File: config.mk
export PLATFORM = sky130hd
export DESIGN_NAME = uart_rx_fsm
export DESIGN_NICKNAME = d
export VERILOG_FILES = /design/src/rtl/uart_pkg.sv /design/src/rtl/rx_edge_bit_counter.sv /design/src/rtl/uart_rx_fsm.sv
export SDC_FILE = /design/constraint.sdc
export NUM_CORES = 1
export LEC_CHECK = 0
export ABC_AREA = 1
export BUFFER_PORTS_ARGS = -buffer_cell sky130_fd_sc_hd__buf_2
export CAP_MARGIN = 20
export CORE_MARGIN = 2
export CORE_UTILIZATION = 53
export CTS_BUF_LIST = sky130_fd_sc_hd__clkbuf_16
export DETAILED_ROUTE_END_ITERATION = 8
export HOLD_SLACK_MARGIN = 0.06
export PLACE_DENSITY = 0.73
export RECOVER_POWER = 25
export SETUP_SLACK_MARGIN = 0.02
export SLEW_MARGIN = 25
export SYNTH_ARGS = -nofsm -noshare
export SYNTH_HDL_FRONTEND = slang
export SYNTH_HIERARCHICAL = 1
export SYNTH_SLANG_ARGS = --single-unit
File: constraint.sdc
create_clock -name CLK -period 1.8 [get_ports CLK]
set_input_delay 0.09 -clock CLK [delete_from_list [all_inputs] [get_ports CLK]]
set_output_delay 0.09 -clock CLK [all_outputs]
set_load 0.03 [all_outputs]
File: src/rtl/uart_pkg.sv
// Shared definitions for the UART receive path: state encoding, parity
// types and the oversampling ratios the receiver supports.
package uart_pkg;

  localparam int DATA_WIDTH_DEF = 8;
  localparam int PRESC_W        = 6;

  localparam logic [PRESC_W-1:0] PRESC_8  = 6'd8;
  localparam logic [PRESC_W-1:0] PRESC_16 = 6'd16;
  localparam logic [PRESC_W-1:0] PRESC_32 = 6'd32;

  localparam logic PAR_EVEN = 1'b0;
  localparam logic PAR_ODD  = 1'b1;

  typedef enum logic [2:0] {
    IDLE,
    START,
    DATA,
    PARITY,
    STOP
  } rx_state_e;

endpackage

File: src/rtl/rx_edge_bit_counter.sv
// Oversampling edge counter and data-bit counter for the UART receiver.
// Flags the three majority-vote sample points and the end of each bit.
module rx_edge_bit_counter
  import uart_pkg::*;
#(
  parameter int DATA_WIDTH = DATA_WIDTH_DEF
) (
  input  logic               CLK,
  input  logic               RST,
  input  logic [PRESC_W-1:0] prescale,
  input  logic               enable,
  input  logic               clear,
  input  logic               restart,
  input  logic               bit_en,
  output logic               sample_pt,
  output logic               bit_end,
  output logic               last_bit
);

  localparam int BCW = (DATA_WIDTH > 1) ? $clog2(DATA_WIDTH) : 1;

  logic [PRESC_W-1:0] edge_cnt;
  logic [PRESC_W-1:0] half;
  logic [BCW-1:0]     bit_cnt;

  assign half      = prescale >> 1;
  assign sample_pt = (edge_cnt == half - 6'd1) || (edge_cnt == half) ||
                     (edge_cnt == half + 6'd1);
  assign bit_end   = (edge_cnt == prescale - 6'd1);
  assign last_bit  = (bit_cnt == BCW'(DATA_WIDTH - 1));

  // restart: the current cycle already counts as edge 0 of a new start bit
  always_ff @(posedge CLK) begin
    if (RST || clear) begin
      edge_cnt <= '0;
      bit_cnt  <= '0;
    end else if (restart) begin
      edge_cnt <= 6'd1;
      bit_cnt  <= '0;
    end else if (enable) begin
      if (bit_end) begin
        edge_cnt <= '0;
        if (bit_en) bit_cnt <= last_bit ? '0 : bit_cnt + 1'b1;
      end else begin
        edge_cnt <= edge_cnt + 6'd1;
      end
    end
  end

endmodule

File: src/rtl/uart_rx_fsm.sv
// UART receiver: oversampled, majority-voted, LSB-first deserializer with
// optional parity and stop-bit checking; registered one-cycle strobes.
module uart_rx_fsm
  import uart_pkg::*;
#(
  parameter int DATA_WIDTH = DATA_WIDTH_DEF
) (
  input  logic                  CLK,
  input  logic                  RST,
  input  logic                  RX_IN,
  input  logic [PRESC_W-1:0]    PRESCALE,
  input  logic                  PAR_EN,
  input  logic                  PAR_TYP,
  output logic [DATA_WIDTH-1:0] P_DATA,
  output logic                  DATA_VALID,
  output logic                  PAR_ERR,
  output logic                  STP_ERR
);

  rx_state_e state, state_nxt;

  logic                  cnt_en, cnt_clr, cnt_restart;
  logic                  sample_pt, bit_end, last_bit;
  logic [2:0]            samp;
  logic                  bit_val;
  logic [DATA_WIDTH-1:0] shreg;
  logic                  par_en_q, par_typ_q, frame_bad;

  function automatic logic maj3(input logic [2:0] s);
    return (s[0] & s[1]) | (s[0] & s[2]) | (s[1] & s[2]);
  endfunction

  assign bit_val = maj3(samp);

  rx_edge_bit_counter #(.DATA_WIDTH(DATA_WIDTH)) u_cnt (
    .CLK       (CLK),
    .RST       (RST),
    .prescale  (PRESCALE),
    .enable    (cnt_en),
    .clear     (cnt_clr),
    .restart   (cnt_restart),
    .bit_en    (state == DATA),
    .sample_pt (sample_pt),
    .bit_end   (bit_end),
    .last_bit  (last_bit)
  );

  always_ff @(posedge CLK) begin
    if (RST) state <= IDLE;
    else     state <= state_nxt;
  end

  always_comb begin
    state_nxt   = state;
    cnt_restart = 1'b0;
    cnt_clr     = (state == IDLE) && RX_IN;
    cnt_en      = (state != IDLE) || !RX_IN;
    case (state)
      IDLE:    if (!RX_IN) state_nxt = START;
      START:   if (bit_end) state_nxt = bit_val ? IDLE : DATA;
      DATA:    if (bit_end && last_bit) state_nxt = par_en_q ? PARITY : STOP;
      PARITY:  if (bit_end) state_nxt = STOP;
      STOP: begin
        if (bit_end) begin
          if (!RX_IN) begin
            state_nxt   = START;
            cnt_restart = 1'b1;
          end else begin
            state_nxt = IDLE;
          end
        end
      end
      default: state_nxt = IDLE;
    endcase
  end

  // Bit decisions: sample capture, shifting, checks and strobes
  always_ff @(posedge CLK) begin
    if (RST) begin
      samp       <= '0;
      shreg      <= '0;
      par_en_q   <= 1'b0;
      par_typ_q  <= 1'b0;
      frame_bad  <= 1'b0;
      P_DATA     <= '0;
      DATA_VALID <= 1'b0;
      PAR_ERR    <= 1'b0;
      STP_ERR    <= 1'b0;
    end else begin
      DATA_VALID <= 1'b0;
      PAR_ERR    <= 1'b0;
      STP_ERR    <= 1'b0;
      if (sample_pt) samp <= {samp[1:0], RX_IN};
      if (bit_end) begin
        case (state)
          START: begin
            par_en_q  <= PAR_EN;
            par_typ_q <= PAR_TYP;
            frame_bad <= 1'b0;
          end
          DATA: shreg <= {bit_val, shreg[DATA_WIDTH-1:1]};
          PARITY: begin
            if (bit_val != (^shreg ^ (par_typ_q == PAR_ODD))) begin
              PAR_ERR   <= 1'b1;
              frame_bad <= 1'b1;
            end
          end
          STOP: begin
            if (!bit_val) begin
              STP_ERR <= 1'b1;
            end else if (!frame_bad) begin
              DATA_VALID <= 1'b1;
              P_DATA     <= shreg;
            end
          end
          default: ;
        endcase
      end
    end
  end

endmodule

==> results_dict.tcl, run 1 <==
set metrics [dict create \
    n_antenna_cell 0 \
    grt_pass1_vias 1926 \
    hold_violations 0 \
    end_kind "flop" \
    gp_congestion 0.851 \
    synth_warnings 6 \
    cp_max_fo 8 \
    fin_skew_ns 0.00560 \
    drtPass1Iterations 5 \
    worstSetupStartpointType "flop" \
    layout_commonest_cell "nand2_1" \
    die_area_sq_um 4940 \
    timing.final.crit_share 0.965 \
    setup_violations 0 \
    syn_area_per_cell_sq_um 6.77 \
    status "completed" \
    synth_cell_type_count 39 \
    antenna_found_initial 0 \
    finalNetCount 413 \
    syn_inst 344 \
    drv_slew 0 \
    pwr_density_cell_nw_per_um2 920 \
    worst_slew_pin_slew_ns 0.700 \
    worstPathRequired_ns 2.01 \
    drt_first_iter_violations 155 \
    dp_hpwl_mm 3.71 \
    grt.total_usage 0.210 \
    layout-drive-gt1-share 0.242 \
    cts_buffer_depth 2 \
    critPathKind "reg -> reg" \
    yosysTopAreaCell "dfxtp_1" \
    io_buffers 21 \
    mostFrequentLayoutCells "nand2_1 (91), inv_1 (47), dfxtp_1 (34), buf_4 (27)" \
    synth_nets 362 \
    ys_ff_latch 37 \
    cts_tree "done" \
    area_growth_pct 23.1 \
    fin_util 0.668 \
    die_x_microns 70.3 \
    fp.coreArea_sq_um 4290 \
    arrival_ns 1.95 \
    drc 0 \
    min_period_ns 1.74 \
    drv_cap 0 \
    rows 24 \
    gr-total-overflow 0 \
    numCtsBuffers 5 \
    p_total_mw 2.64 \
    grt_pass1_wl_mm 8.49 \
    syn-cell-area_sq_um 2330 \
    synth_edf_count 0 \
    seq_area_frac_synth 0.318 \
    vias 2229 \
    clk_pin_slew_ns 0.06 \
    die_h_microns 70.3 \
    antenna_left 0 \
    slew_headroom 0.533 \
    drt-total-wl_mm 5.10 \
    rsz0062_at_grt "true" \
    initial_core_util 0.543 \
    synthFlopType "dfxtp_1" \
    hold_class "in -> reg" \
    peakVddDrop_mv 0.746 \
    synth.top_cell.area_share 0.318 \
    ys_top_cells_by_area "dfxtp_1 (32%), nand2_1 (15%), inv_1 (7.9%)" \
    leakage_nw 1.45 \
    grt_max_degree 24 \
    hold_buffers 0 \
    async_reset_ff_frac 0 \
    avgRoutedWirePerCell_microns 11.4 \
    cts.htree.levels 2 \
    numClockSinks 37 \
    clockRootBuffer "clkbuf_16" \
    io_pins 22 \
    clock_latency_ns 0.28 \
    vias_per_cell 4.98 \
    fmax_mhz 576 \
]
-- metal layers --
metal	global-route usage	wire length (microns)	vias to the layer above
met2	0.324	2300	42
li1	-	-	1193
met1	0.300	2570	987
met3	0.0346	176	7
met4	0.0641	51	0
met5	0	0	-
-- kinds of logic (layout without fill, tap and decap cells) --
logic type,count (synthesis),in the layout,synth area share
adder cells (fa/ha/maj),7,7,0.0376
AO/OA/AOI/OAI,58,58,0.149
flip-flops,37,37,0.318
AND/OR/NAND/NOR,166,166,0.335
XOR/XNOR,11,11,0.0414
buffers and inverters,65,117,0.120
-- Yosys cell counts (4+ instances only) --
| library cell | number |
|---|---|
| a21oi_1 | 21 |
| ha_1 | 7 |
| nand3_1 | 24 |
| inv_1 | 49 |
| xor2_1 | 8 |
| nor2_1 | 22 |
| dfxtp_1 | 37 |
| a21oi_2 | 4 |
| nand2_1 | 94 |
| nor2_2 | 4 |
| o21ai_0 | 22 |
| inv_2 | 9 |
| nand2_2 | 5 |
| nand4_1 | 4 |
-- sequential cells by signal, indices dropped and copies added, names as in the netlist --
signal,count
STP_ERR,1
par_en_q,1
PAR_ERR,1
state,3
u_cnt/bit_cnt,3
shreg,8
u_cnt/edge_cnt,6
frame_bad,1
P_DATA,8
par_typ_q,1
DATA_VALID,1
samp,3
-- worst paths after layout --
kind              cells past startpoint         startpoint   endpoint  slack, ns
setup reg to reg                     15  u_cnt/edge_cnt[2]  P_DATA[3]       0.06
setup / recovery                     15  u_cnt/edge_cnt[2]  P_DATA[3]       0.06
hold reg to reg                       2          par_typ_q  par_typ_q       0.48
hold / removal                        2                RST   state[0]       0.07
-- critical path, cell delays in order, from the launching register on --
cell,delay [ns]
dfxtp_4,0.36
inv_2,0.07
nand2_2,0.05
nand2_1,0.06
nand2_1,0.05
nand2_1,0.08
nand2_2,0.07
nor2_4,0.11
nand2_2,0.07
inv_2,0.09
nand3_4,0.10
nor2_4,0.16
nand2_4,0.09
clkinv_4,0.09
o21ai_0,0.07
a21oi_1,0.15
-- stage by stage --
step	setup WS (ns)	cells	area, sq um	TNS [ns]	hold slack, ns
after floorplan	0.0892	344	2330	0	0.159
after global placement	-0.143	433	2610	-1.85	0.356
after detailed placement	-0.189	433	2610	-2.94	0.359
after CTS	0.0236	441	2760	0	0.0699
after global routing	-0.0338	448	2870	-0.202	0.0822
final	0.0628	448	2870	0	0.0720
-- repair_timing --
action,in CTS,in global routing
setup endpoints to repair,15,31
gates resized for setup,4,25
buffers inserted,0,6
pin swaps,0,6
gates cloned,0,1
-- power breakdown --
part | switching (mW) | total (mW) | internal, mW
clock | 0.313 | 0.814 | 0.502
sequential | 0.0774 | 0.961 | 0.884
combinational | 0.529 | 0.864 | 0.335
total | 0.919 | 2.64 | 1.72
-- cell type report --
type,count,area (sq um)
sequential,37,752
multi-input combinational,242,1380
clock inverter,3,13.8
tap,52,65.1
clock buffer,5,125
timing repair buffer,49,307
timing repair inverter,1,5.00
inverter,59,226
fill,377,1430
Note: power is estimated with default switching activity, not from simulation.
==> run 2, diff against run 1 <==
Settings changed: CELL_PAD_IN_SITES_DETAIL_PLACEMENT from default to 0, CELL_PAD_IN_SITES_GLOBAL_PLACEMENT from default to 1, CORE_UTILIZATION 53 to 38.
==> run 2 against run 1 <==
Against the previous run:
- clock skew decreased by 0.0015 ns
- sequential power about the same
- sequential cell count unchanged
- final area increased by 3.1%
- final cell count increased by 5.8%
- non-clock buffer count increased by 3
- fmax increased by 4.3%
- critical endpoint is now P_DATA[4]
- highest routed layer unchanged
==> results_dict.tcl, run 2 (synthesis gave the netlist of run 1 again) <==
set metrics [dict create \
    status "completed" \
    mostFrequentLayoutCells "nand2_1 (89), inv_1 (46), dfxtp_1 (31), buf_4 (31), nand3_1 (23)" \
    cp_cell_sequence "inv_4 -> nand2_2 -> nand2_1 -> nand2_1 -> nand2_1 -> nand2_2 -> nor2_4 -> nand2_4 -> inv_4 -> nand3_4 -> nor2_4 -> nand2_4 -> clkinv_4 -> o21ai_0 -> a21oi_1" \
    clock_latency_ns 0.28 \
    crit_path_frequent_cell "nand2_1" \
    gp_congestion 0.750 \
    setup_violations 0 \
    end_kind "flop" \
    drc 0 \
    worstPathRequired_ns 2.01 \
    drt-total-wl_mm 5.35 \
    arrival_ns 1.87 \
    cp_max_fo 8 \
    multiInputGateArea_sq_um 1390 \
    cts_buffer_depth 2 \
    worstSetupStartpointType "flop" \
    slowest_delay_ns 0.37 \
    die_x_microns 82.3 \
    grt.total_usage 0.170 \
    clk_pin_slew_ns 0.06 \
    hold_class "in -> reg" \
    drtPass1Iterations 4 \
    fmax_mhz 600 \
    r2r_end "P_DATA[4]" \
    drt_first_iter_violations 99 \
    slew_headroom 0.747 \
    fp.coreArea_sq_um 5920 \
    vias 2208 \
    io_buffers 21 \
    drv_cap 0 \
    ff2ff_setup_slack_ns 0.13 \
    pwr_density_cell_nw_per_um2 945 \
    vias_per_cell 4.66 \
    leakage_nw 1.47 \
    ff2ff_path_depth 15 \
    largestRegisters "P_DATA: 8 flops, shreg: 8 flops, u_cnt/edge_cnt: 6 flops" \
    io_pins 22 \
    grt_pass1_wl_mm 8.83 \
    peakVddDrop_mv 0.540 \
    grt_max_degree 21 \
    die_area_sq_um 6770 \
    antenna_left 0 \
    finalNetCount 416 \
    timing.final.crit_share 0.926 \
    cts.htree.levels 2 \
    min_period_ns 1.67 \
    layout-drive-gt1-share 0.256 \
    min_path_cells 2 \
    layout_commonest_cell "nand2_1" \
    area_growth_pct 27.0 \
    cpMaxStageDelayCell "dfxtp_4" \
    initial_core_util 0.393 \
    rsz0062_at_grt "false" \
    worst_slew_pin_slew_ns 0.376 \
    regArea_sq_um 751 \
    fillers 626 \
    grt_pass1_vias 1973 \
    die_h_microns 82.3 \
    fin_util 0.500 \
    n_antenna_cell 0 \
    critPathTopFamily "simple AND/OR/NAND/NOR gates" \
    gr-total-overflow 0 \
    dp_hpwl_mm 4.01 \
    worstReg2RegStart "u_cnt/edge_cnt[2]" \
    p_total_mw 2.80 \
    avgRoutedWirePerCell_microns 11.3 \
    worstHoldStart "RST" \
    antenna_found_initial 0 \
    cts_tree "done" \
    clockRootBuffer "clkbuf_16" \
    fin_skew_ns 0.00408 \
    min_to "DATA_VALID" \
    numClockSinks 37 \
    drv_slew 0 \
    numCtsBuffers 5 \
    hold_violations 0 \
    path_buf_inv 3 \
    hold_buffers 0 \
    rows 28 \
    critPathKind "reg -> reg" \
]
==> run 2: worst max-delay path by stage <==
stage	start	to	slack [ns]	cells past startpoint
finish	u_cnt/edge_cnt[2]	P_DATA[4]	0.13	15
detailed placement	PRESCALE[1]	state[1]	-0.18	16
global route	u_cnt/edge_cnt[2]	samp[0]	0.01	8
CTS	u_cnt/edge_cnt[3]	P_DATA[6]	0.03	14
floorplan	u_cnt/edge_cnt[1]	state[1]	0.09	14
global placement	PRESCALE[1]	state[1]	-0.16	16
==> run 2: timing repair <==
action	in CTS	in global routing
setup buffers	0	5
pin swaps	0	6
gates cloned	0	1
resized for setup	1	31
endpoints found under the setup margin	5	32
==> run 2: per-layer routing <==
metal	wire (microns)	global-route usage
met1	2900	0.242
met2	2290	0.256
met3	109	0.0359
met4	60	0.0500
met5	0	0
==> run 2: report_power, final <==
part,leakage (nW),internal [mW],total (mW),switching [mW]
Clock,0.0775,0.648,0.977,0.329
Combinational,1.09,0.328,0.858,0.530
Sequential,0.302,0.886,0.960,0.0744
==> run 2: area by class of cell <==
class,instances,area share
Multi-Input combinational cell,242,0.468
Sequential cell,37,0.254
Timing Repair Buffer,52,0.110
Inverter,59,0.0783
Clock buffer,5,0.0423
Tap cell,75,0.0317
Clock inverter,3,0.0140
Timing Repair inverter,1,0.00212
==> run 2: metrics by stage <==
stage,hold slack [ns],setup slack (ns),std cells,TNS (ns),cell area [sq um]
6_report,0.0834,0.134,474,0,2960
5_1_grt,0.0914,0.0101,474,0,2960
4_1_cts,0.0788,0.0260,468,0,2840
3_5_place_dp,0.370,-0.177,460,-2.49,2670
3_3_place_gp,0.369,-0.162,460,-1.72,2670
2_1_floorplan,0.159,0.0892,344,0,2330
